File: config.mk
export PLATFORM = sky130hd
export DESIGN_NAME = fetch_unit
export DESIGN_NICKNAME = d
export VERILOG_FILES = /design/src/rtl/mips_pkg.sv /design/src/rtl/if_id_reg.sv /design/src/rtl/fetch_unit.sv
export SDC_FILE = /design/constraint.sdc
export NUM_CORES = 1
export LEC_CHECK = 0
export ABC_CLOCK_PERIOD_IN_PS = 3410
export BUFFER_PORTS_ARGS = -buffer_cell sky130_fd_sc_hd__buf_4
export CORE_MARGIN = 4
export CORE_UTILIZATION = 52
export CTS_CLUSTER_DIAMETER = 120
export DETAILED_ROUTE_END_ITERATION = 16
export PLACE_DENSITY = 0.79
export SYNTH_ARGS = -nofsm -noshare
export SYNTH_HDL_FRONTEND = slang
export SYNTH_HIERARCHICAL = 1
export SYNTH_SLANG_ARGS = --single-unit
File: constraint.sdc
create_clock -name clk -period 3.41 [get_ports clk]
set_clock_uncertainty 0.05 [all_clocks]
set_input_delay 0.5115 -clock clk [delete_from_list [all_inputs] [get_ports clk]]
set_output_delay 0.5115 -clock clk [all_outputs]
set_load 0.03 [all_outputs]
File: src/rtl/mips_pkg.sv
// Shared types and defaults for the MIPS-style pipeline front end.
package mips_pkg;

    typedef logic [31:0] word_t;

    localparam word_t       NOP_INSTR        = 32'h0000_0000;
    localparam int unsigned PC_STEP_DEFAULT  = 4;
    localparam word_t       RESET_PC_DEFAULT = 32'h0000_0000;

endpackage

File: src/rtl/if_id_reg.sv
// IF/ID pipeline register: loads on advance, clears to a NOP bubble on flush.
module if_id_reg
    import mips_pkg::*;
(
    input  logic  clk,
    input  logic  reset,
    input  logic  load,
    input  logic  flush,
    input  word_t instr_in,
    input  word_t pc4_in,
    output word_t instr,
    output word_t pc4,
    output logic  valid
);

    // Flush leaves pc4 untouched; only the instruction and valid bit are squashed.
    always_ff @(posedge clk) begin
        if (reset) begin
            instr <= NOP_INSTR;
            pc4   <= '0;
            valid <= 1'b0;
        end else if (flush) begin
            instr <= NOP_INSTR;
            valid <= 1'b0;
        end else if (load) begin
            instr <= instr_in;
            pc4   <= pc4_in;
            valid <= 1'b1;
        end
    end

endmodule

File: src/rtl/fetch_unit.sv
// Instruction fetch stage: PC register, redirect handling, IF/ID latch and
// delivery/stall counters.
module fetch_unit
    import mips_pkg::*;
#(
    parameter word_t       RESET_PC = RESET_PC_DEFAULT,
    parameter int unsigned PC_STEP  = PC_STEP_DEFAULT
) (
    input  logic  clk,
    input  logic  reset,
    output word_t pc,
    input  word_t instr_in,
    input  logic  id_ready,
    input  logic  branch_taken,
    input  word_t branch_target,
    input  logic  jump,
    input  word_t jump_target,
    output word_t if_id_instr,
    output word_t if_id_pc4,
    output logic  if_id_valid,
    output logic  misalign_err,
    output word_t fetch_count,
    output word_t stall_count
);

    word_t pc_q, pc_d;
    word_t pc_seq;
    word_t target;
    logic  redirect;
    logic  advance;
    logic  stall_cycle;
    logic  err_q, err_d;
    word_t fetch_cnt_q, fetch_cnt_d;
    word_t stall_cnt_q, stall_cnt_d;

    assign pc_seq      = pc_q + word_t'(PC_STEP);
    assign redirect    = branch_taken | jump;
    // Branch has priority when both redirects arrive together.
    assign target      = branch_taken ? branch_target : jump_target;
    assign advance     = ~redirect & id_ready;
    assign stall_cycle = ~redirect & ~id_ready & if_id_valid;

    always_comb begin
        pc_d        = pc_q;
        err_d       = err_q;
        fetch_cnt_d = fetch_cnt_q;
        stall_cnt_d = stall_cnt_q;

        if (redirect) begin
            pc_d = {target[31:2], 2'b00};
            if (target[1:0] != 2'b00) begin
                err_d = 1'b1;
            end
        end else if (id_ready) begin
            pc_d = pc_seq;
        end

        if (advance && (fetch_cnt_q != '1)) begin
            fetch_cnt_d = fetch_cnt_q + 32'd1;
        end
        if (stall_cycle && (stall_cnt_q != '1)) begin
            stall_cnt_d = stall_cnt_q + 32'd1;
        end
    end

    always_ff @(posedge clk) begin
        if (reset) begin
            pc_q        <= RESET_PC;
            err_q       <= 1'b0;
            fetch_cnt_q <= '0;
            stall_cnt_q <= '0;
        end else begin
            pc_q        <= pc_d;
            err_q       <= err_d;
            fetch_cnt_q <= fetch_cnt_d;
            stall_cnt_q <= stall_cnt_d;
        end
    end

    if_id_reg u_if_id_reg (
        .clk      (clk),
        .reset    (reset),
        .load     (advance),
        .flush    (redirect),
        .instr_in (instr_in),
        .pc4_in   (pc_seq),
        .instr    (if_id_instr),
        .pc4      (if_id_pc4),
        .valid    (if_id_valid)
    );

    assign pc           = pc_q;
    assign misalign_err = err_q;
    assign fetch_count  = fetch_cnt_q;
    assign stall_count  = stall_cnt_q;

endmodule

======== Word-level counts from Yosys, hierarchy flattened ========
Index checks and enable logic that the tools add are counted.
Widths: inputs -> output; s select.
word-level totals
  register bits ........................... 162
  input bits .............................. 101
  output and inout bits ................... 162
  word-level logic and storage cells ...... 29
operators by class
  $add $sub $neg .......................... 3
  equality and inequality tests ........... 2
  muxes and demuxes ....................... 3
  bitwise logic cells ..................... 6
  reductions and logical operators ........ 7
operators with widths
  kind                   count
  $mux 32                3
  $add 32x1->32 const B  2
  $ne 32x32->1 const B   2
  $add 32x3->32 const B  1
  $reduce_and 2->1       2
  $reduce_bool 2->1      2
  $and 1x1->1            3
  $logic_and 1x1->1      2
  $not 1->1              2
  $reduce_or 2->1        1
  $or 1x1->1             1

======== Logic depth before layout (Yosys ltp) ========
Gate-level depths: netlist (run 1).
  depth in word-level cells ............... 5
  depth in mapped cells ................... 10
  mapped depth without buffers ............ 7

======== Modules after synthesis ========
Netlist (run 1), hierarchy kept.
modules (own cells, without submodules)
  module      times used  cells an instance  area an instance (um^2)  seq. area each (um^2)
  fetch_unit  1           735                5667.9                   1901.8
  if_id_reg   1           253                2683.8                   1301.2

======== Worst setup path before layout (run 1) ========
Ideal clock, no wire load.
  path kind ............................... in2reg
  start point ............................. input port jump
  end point ............................... register stall_cnt_q[26] (netlist: stall_count[26])
  arrival ................................. 2.721 ns
  path slack .............................. 0.569 ns
  stages on the path ...................... 8
  path through ............................ buf_6 or4b_4 or3_1 clkbuf_1 or4_1 buf_2 or3_1 a21oi_1
between the ends
  word-level cells in the longest chain between the ends .. 5
RTL lines
  element                   line              RTL
  start, declared           fetch_unit.sv:16  input logic jump,
  $or 1x1->1                fetch_unit.sv:37  assign redirect = branch_taken | jump;
  $not 1->1 (no line)       n/a
  $and 1x1->1 (2 in a row)  fetch_unit.sv:41  assign stall_cycle = ~redirect & ~id_ready & if_id_valid;
  $logic_and 1x1->1         fetch_unit.sv:61  if (stall_cycle && (stall_cnt_q != '1)) begin
  end signal, assigned      fetch_unit.sv:76  stall_cnt_q <= stall_cnt_d;
  end, declared             fetch_unit.sv:34  word_t stall_cnt_q, stall_cnt_d;
No other way between the ends.
A chain may end at the register's enable or synchronous reset.

======== Worst setup path in the final report (run 1) ========
  start point ............................. register u_if_id_reg.valid
  end point ............................... register stall_cnt_q[28] (netlist: stall_count[28])
between the ends
  word-level cells in the longest chain between the ends .. 2
RTL lines
  element                 line              RTL
  start, declared         if_id_reg.sv:13   output logic valid
  start signal, assigned  if_id_reg.sv:21   valid <= 1'b0;
  start signal, assigned  if_id_reg.sv:24   valid <= 1'b0;
  start signal, assigned  if_id_reg.sv:28   valid <= 1'b1;
  $and 1x1->1             fetch_unit.sv:41
  $logic_and 1x1->1       fetch_unit.sv:61
No other way between the ends.

==> summary.md, run 1 <==
| Metric | Value |
|---|---|
| Number of DRC markers in iteration 0 | 594 |
| Most common cell in the synthesized netlist | dfxtp_1 |
| Number of synthesized register bits | 160 |
| Reg power frac | a little under half |
| Top cells by area, synth | dfxtp_1 38%, mux2i_1 4.6%, a21oi_1 4.4%, nand4bb_1 4.3%, nor2_1 4.2% |
| Critical path data arrival time | between 3 and 4 ns |
| Wire length on met1 | 10,500 um |
| Post-DRT Antenna Nets | 0 |
| TNS Setup | 0 ns |
| # clock sinks | 160 |
| Fin crit period | about 2.7 ns |
| Post-Syn Instances | around 990 |
| Max-cap viol count | 0 |
| Pre-antenna DRT Iters | 5 |
| Largest net degree at the start of global routing | 100 |
| Core Footprint | between 15,000 and 20,000 sq um |
| Unrepaired setup endpoints after global routing | no |
| Setup bufs post-CTS | 0 |
| Total power divided by cell area | between 300 and 400 nW/um^2 |
| Post-CTS resize count | 0 |
| Metal3 WL | 1710 um |
| # hold bufs at CTS | 0 |
| Longest Clk Path Bufs | 2 |
| Worst Hold Class | in -> reg |
| Crit-path max FO | 14 |
| Commonest cells post-synth | 160 x dfxtp_1, 94 x nor2_1, 74 x a21oi_1, 54 x clkbuf_1, 53 x nand2_1 |
| Pins over their slew limit | 0 |
| Reg clk slew, reported paths | roughly 0.06 ns |
| Die width | 135 um |
| Part of the cycle the worst path needs | between 80% and 90% |
| Leak | 4.20 nW |
| Crit path launch type | register |
| Initial Utilization | a little over half |
| DP HPWL | around 18,000 um |
| Clk_lat worst skew | ~0.42 ns |
| Die area | approximately 18,000 sq um |
| Fmax | roughly 0.37 GHz |
| Die Y | roughly 130 um |
| CTS tree | built |
| Post-synth top area cell | dfxtp_1 |
| Post-layout nets | around 1,300 |
| Syn avg cell area | about 8.5 sq um |
| First-pass GRT wire length | roughly 39,000 um |
| Slew headroom | 22.5% |
| DR vias | around 8,300 |
| Setup CP Type | reg -> reg |
| FF+latch area | 3200 sq um |
| Top-area cell type share of the netlist area | about two fifths |
| Antenna violations before repair | 0 |
| Fraction of registers with async set or reset after synthesis | 0% |
| Post-synth EDFFs | 0 |
| Outcome | finished clean |
| Number of port buffers | 260 |
| Clock power share | between 40% and 50% |
| Peak VDD IR | around 0.32 mV |
| Net Sw Power | ~1.1 mW |
| Max H-tree Level | 4 |
| Antenna cells | 0 |
| Top FF cell, synth | dfxtp_1 |
| Slew @ Worst Pin | 1.16 ns |
| I/O pins | roughly 260 |
| Fin util | 68.7% |
| Syn. warnings | 6 |
| Share of layout cells above drive strength 1 | between 20 and 30% |
| Footprint of the multi-input gates | between 4000 and 5000 sq um |
| Combinational share of power | a little over a tenth |
| Worst Path Required | around 3.7 ns |
| Placer Congestion | ~0.9 |
| Num CTS Buffers | 17 |
| DRC viols | 0 |
| Yosys cell types | 63 |
| Seq/Total Area, Yosys | 38.4% |
| Internal Power | 3.21 mW |
| Vias/cell | 5.79 |
| Crit path capture type | register |
| WL met2 | ~12,000 um |
| Grt ovf | 0 |
| GRT Resource Usage Total | a little over a quarter |
| Layout area overhead | 30.3% |
| Root Driver | clkbuf_16 |
| Vias in the first global route | 7,608 |
| Wire length per cell | ~17 um |
| Hold Vio Cnt, Final | 0 |
| Setup Viol. Count Final | 0 |
| Switching portion of total power | 26.0% |
| Fillers | roughly 1,300 |
| Max Used Layer | met4 |
| Rows | between 40 and 50 |
| Routed WL | 24,900 um |
| Mapped cell area | about 8400 sq um |
-- kinds of logic (layout without fill, tap and decap cells) --
logic type	after synthesis	count (layout)	share of synthesized area (%)
and+or+nand+nor	424	424	29.6
AOI/OAI and AO/OA	223	223	16.2
DFF	160	160	38.4
buffers and inverters	91	322	5.59
xor gates and xnor gates	43	43	4.51
muxes	43	43	5.23
adders and majority gates	3	3	0.449
other	1	4	0.0449
-- cell usage in the layout, fill, tap and decap left out, types with 7 or more instances in the layout --
master     Yosys  layout
a211oi_1       8       8
a21oi_1       74      74
and3_1        12      12
and4_1        14      14
buf_4          2     275
clkbuf_16      0      17
dfxtp_1      160     160
inv_1         14      13
mux2i_1       38      38
nand2_1       53      53
nand2b_1      36      36
nand3_1       34      34
nand4_1       31      31
nand4bb_1     32      32
nor2_1        94      94
nor2b_1       10      10
nor3_1        15      15
nor3b_1       15      15
nor4_1        17      16
o21ai_0       41      41
o21ai_1       30      30
o31ai_1       17      17
or2_2          7       7
or3_1         26      26
or4_1         17      17
xnor2_1       30      30
xor2_1        13      13
-- sequential cells by signal, indices dropped and copies added, names as in the netlist --
register,count
fetch_count,32
stall_count,32
u_if_id_reg/instr,32
u_if_id_reg/pc4,32
pc,30
misalign_err,1
u_if_id_reg/valid,1
-- stage by stage --
step                setup WS, ns  std cells  area, sq um  hold WS, ns  total power, mW
floorplan                  0.569        991         8360        0.540             2.27
global placement           0.458       1406        10300        0.404             2.46
detailed placement         0.405       1406        10300        0.405             2.46
CTS                        0.654       1438        10900        0.258             4.35
global route               0.479       1438        10900        0.268             4.48
finish                     0.680       1438        10900        0.272             4.33
-- routing by layer --
layer	global-route usage [%]	vias up
met2	43.9	299
met5	0	-
li1	-	4062
met3	5.59	36
met4	8.14	0
met1	33.9	3931
-- cell type report --
type	count	area share [%]
timing repair buffer	275	19.0
tap	216	2.48
clock buffer	18	3.94
clock inverter	14	1.43
sequential	160	29.4
multi-input combinational	740	43.2
inverter	15	0.529
-- power groups by stage --
stage	registers, mW	logic [mW]	clock network (mW)
floorplan	2.04	0.236	0
global placement	2.00	0.464	0
detailed placement	2.00	0.469	0
CTS	1.95	0.471	1.93
global route	1.96	0.508	2.01
finish	1.96	0.475	1.90
-- worst max-delay path, cell delays in order (launching register included) --
cell     delay (ns)
dfxtp_1        0.40
or4b_4         0.59
or3_1          0.47
or4_1          0.66
or3_1          0.34
a21oi_1        0.14
-- path summary, 6_finish.rpt --
path                                      endpoint  depth (start not counted)  slack, ns          startpoint
worst max-delay path               stall_count[28]                          5       0.68   u_if_id_reg/valid
worst min-delay path                         pc[2]                          3       0.27    branch_target[2]
worst max register to register     stall_count[28]                          5       0.68   u_if_id_reg/valid
worst min register to register  u_if_id_reg/pc4[5]                          2       0.41  u_if_id_reg/pc4[5]
Note: power is estimated with default switching activity, not from simulation.
==> run 2, diff against run 1 <==
--- a/config.mk
+++ b/config.mk
@@ -5,7 +5,7 @@
 export SDC_FILE = /design/constraint.sdc
 export NUM_CORES = 1
 export LEC_CHECK = 0
-export ABC_CLOCK_PERIOD_IN_PS = 3410
+export ABC_CLOCK_PERIOD_IN_PS = 2620
 export BUFFER_PORTS_ARGS = -buffer_cell sky130_fd_sc_hd__buf_4
 export CORE_MARGIN = 4
 export CORE_UTILIZATION = 52
==> constraint.sdc (replaced) <==
create_clock -name clk -period 2.62 [get_ports clk]
set_clock_uncertainty 0.05 [all_clocks]
set_input_delay 0.393 -clock clk [delete_from_list [all_inputs] [get_ports clk]]
set_output_delay 0.393 -clock clk [all_outputs]
set_load 0.03 [all_outputs]
==> summary.md, run 2 (synthesized netlist as in run 1, its figures left out) <==
| Metric | Value |
|---|---|
| Slew @ Worst Pin | 0.590 ns (was 1.16 ns) |
| Outcome | finished clean (unchanged) |
| Reg power frac | 46.3% (was 45.1%) |
| Clk_lat worst skew | 0.42 ns (about the same) |
| Critical path data arrival time | 2.67 ns (was 3.02 ns) |
| Worst Hold Class | in -> reg (unchanged) |
| Pre-antenna DRT Iters | 5 (unchanged) |
| First-pass GRT wire length | 38,800 um (was 39,000 um) |
| Hold Vio Cnt, Final | 0 (unchanged) |
| Total power divided by cell area | 495 nW/um^2 (was 398 nW/um^2) |
| Internal Power | 4.00 mW (was 3.21 mW) |
| Leak | 4.30 nW (was 4.20 nW) |
| # hold bufs at CTS | 0 (unchanged) |
| Die width | 135 um (unchanged) |
| Root Driver | clkbuf_16 (unchanged) |
| Initial Utilization | 52.8% (unchanged) |
| Combinational share of power | 11.9% (was 10.9%) |
| # clock sinks | 160 (unchanged) |
| Routed WL | 24,600 um (was 24,900 um) |
| Crit path launch | pc[3] (was u_if_id_reg/valid) |
| Clock power share | 41.8% (was 43.9%) |
| TNS Setup | 0 ns (unchanged) |
| Die Y | 135 um (unchanged) |
| Unrepaired setup endpoints after global routing | no (unchanged) |
| Core Footprint | 15,800 sq um (unchanged) |
| Number of port buffers | 260 (unchanged) |
| Antenna violations before repair | 0 (unchanged) |
| Setup Viol. Count Final | 0 (unchanged) |
| Total power | 5.46 mW (was 4.33 mW) |
| Crit path capture type | register (unchanged) |
| Placed Cells | 1,430 (was 1,406) |
| CP endpoint | u_if_id_reg/pc4[22] (was stall_count[28]) |
| Setup bufs post-CTS | 0 (unchanged) |
| Switching portion of total power | 26.8% (was 26.0%) |
| Max-cap viol count | 0 (unchanged) |
| Fin crit period | 2.43 ns (was 2.73 ns) |
| Fillers | 1,324 (was 1,319) |
| Commonest non-fill, non-tap cell in the layout | buf_4 (unchanged) |
| I/O pins | 263 (unchanged) |
| Longest Clk Path Bufs | 2 (unchanged) |
| DP HPWL | 17,800 um (was 17,600 um) |
| Antenna cells | 0 (unchanged) |
| Reg clk slew, reported paths | 0.07 ns (was 0.06 ns) |
| Part of the cycle the worst path needs | 92.7% (was 80.1%) |
| Worst Path Required | 2.86 ns (was 3.70 ns) |
| DR vias | 8,383 (was 8,328) |
| Wire length per cell | 16.8 um (was 17.3 um) |
| Pins over their slew limit | 0 (unchanged) |
| Number of DRC markers in iteration 0 | 695 (was 594) |
| Net Sw Power | 1.47 mW (was 1.13 mW) |
| Critical register-to-register path startpoint | pc[3] (was u_if_id_reg/valid) |
| Slew headroom | 60.2% (was 22.5%) |
| Post-DRT Antenna Nets | 0 (unchanged) |
| Final hold slack | 0.156 ns (was 0.272 ns) |
| Max H-tree Level | 4 (unchanged) |
| Grt ovf | 0 (unchanged) |
| Rows | 46 (unchanged) |
| Crit path launch type | register (unchanged) |
| Vias in the first global route | 7,843 (was 7,608) |
| GRT Resource Usage Total | 25.8% (was 26.2%) |
| Setup CP Type | reg -> reg (unchanged) |
| Final cell count without fillers | 1,462 (was 1,438) |
| Layout area overhead | 32.2% (was 30.3%) |
| Die area | 18,200 sq um (unchanged) |
| Placer Congestion | 0.843 (was 0.876) |
| CTS tree | built (unchanged) |
| Post-layout nets | 1,337 (was 1,313) |
| DRC viols | 0 (unchanged) |
| Worst R2R Setup Slack | 0.19 ns (was 0.68 ns) |
| Share of layout cells above drive strength 1 | 28.6% (was 27.0%) |
| Num CTS Buffers | 17 (unchanged) |
| Largest net degree at the start of global routing | 65 (was 100) |
| RR Endpoint | u_if_id_reg/pc4[22] (was stall_count[28]) |
| Crit-path max FO | 8 (was 14) |
| Most frequent cells in the layout | 297 x buf_4, 159 x dfxtp_1, 94 x nor2_1, 74 x a21oi_1, 53 x nand2_1 (was 275 x buf_4, 160 x dfxtp_1, 94 x nor2_1, 74 x a21oi_1, 53 x nand2_1) |
| Peak VDD IR | 0.410 mV (was 0.320 mV) |
| Vias/cell | 5.73 (was 5.79) |
| Fmax | 0.412 GHz (was 0.366 GHz) |
| R2r worst-path depth | 7 (was 5) |
## run 2: changes by cell type in the layout (fill, tap and decap cells not counted), moves of 2 or more
cell	change
buf_4	+22
clkinv_4	+2
bufinv_16	-2
buf_12	+2
inv_6	-2
## run 2: worst max-delay path, cell delays in order, from the launching register on
cell       delay, ns
dfxtp_1         0.42
ha_1            0.34
and4_1          0.45
nand4_1         0.30
o21a_1          0.27
or2_2           0.29
nand4bb_1       0.11
o21ai_1         0.07
## run 2: per-stage QoR
stage	setup WS [ns]	util [%]	area, sq um
6_report	0.192	69.8	11000
5_1_grt	0.0453	69.8	11000
4_1_cts	0.231	69.7	11000
3_5_place_dp	0.0209	66.3	10500
3_3_place_gp	0.0473	66.3	10500
2_1_floorplan	0.0323	-	8370
## run 2: area by class of cell
class                      instances  area (sq um)  share of cell area (%)
tap                              216           270                    2.45
multi-input combinational        740          4710                    42.6
clock inverter                    14           108                   0.974
timing repair buffer             299          2270                    20.6
inverter                          15          57.6                   0.521
clock buffer                      18           429                    3.89
sequential                       160          3200                    29.0
## run 2: power groups by stage
stage	Combinational (mW)	Sequential, mW	Clock (mW)
6_report	0.650	2.53	2.28
4_1_cts	0.650	2.53	2.32
3_5_place_dp	0.648	2.58	0
2_1_floorplan	0.307	2.65	0
5_1_grt	0.699	2.53	2.42
3_3_place_gp	0.641	2.58	0
## run 2: how the worst min path moves through the flow
stage,slack [ns],depth (start not counted),end,start
5_1_grt,0.15,3,pc[6],branch_target[6]
4_1_cts,0.14,3,pc[2],branch_target[2]
6_report,0.16,3,pc[2],branch_target[2]
3_3_place_gp,0.40,2,u_if_id_reg/valid,u_if_id_reg/valid
2_1_floorplan,0.48,2,u_if_id_reg/valid,u_if_id_reg/valid
3_5_place_dp,0.40,2,u_if_id_reg/pc4[28],u_if_id_reg/pc4[28]
## run 2: what timing repair did
item | in CTS | in global routing
endpoints found under the setup margin | 0 | 1
resized for setup | 0 | 1
hold endpoints to repair | 0 | 0
## run 2: layer usage
metal | up-vias | global-route usage (%) | share of wire (%)
met3 | 38 | 4.62 | 6.6
met1 | 3932 | 33.0 | 42
met5 | - | 0 | 0
met4 | 0 | 9.39 | 2.3
li1 | 4106 | - | -
met2 | 307 | 43.8 | 49
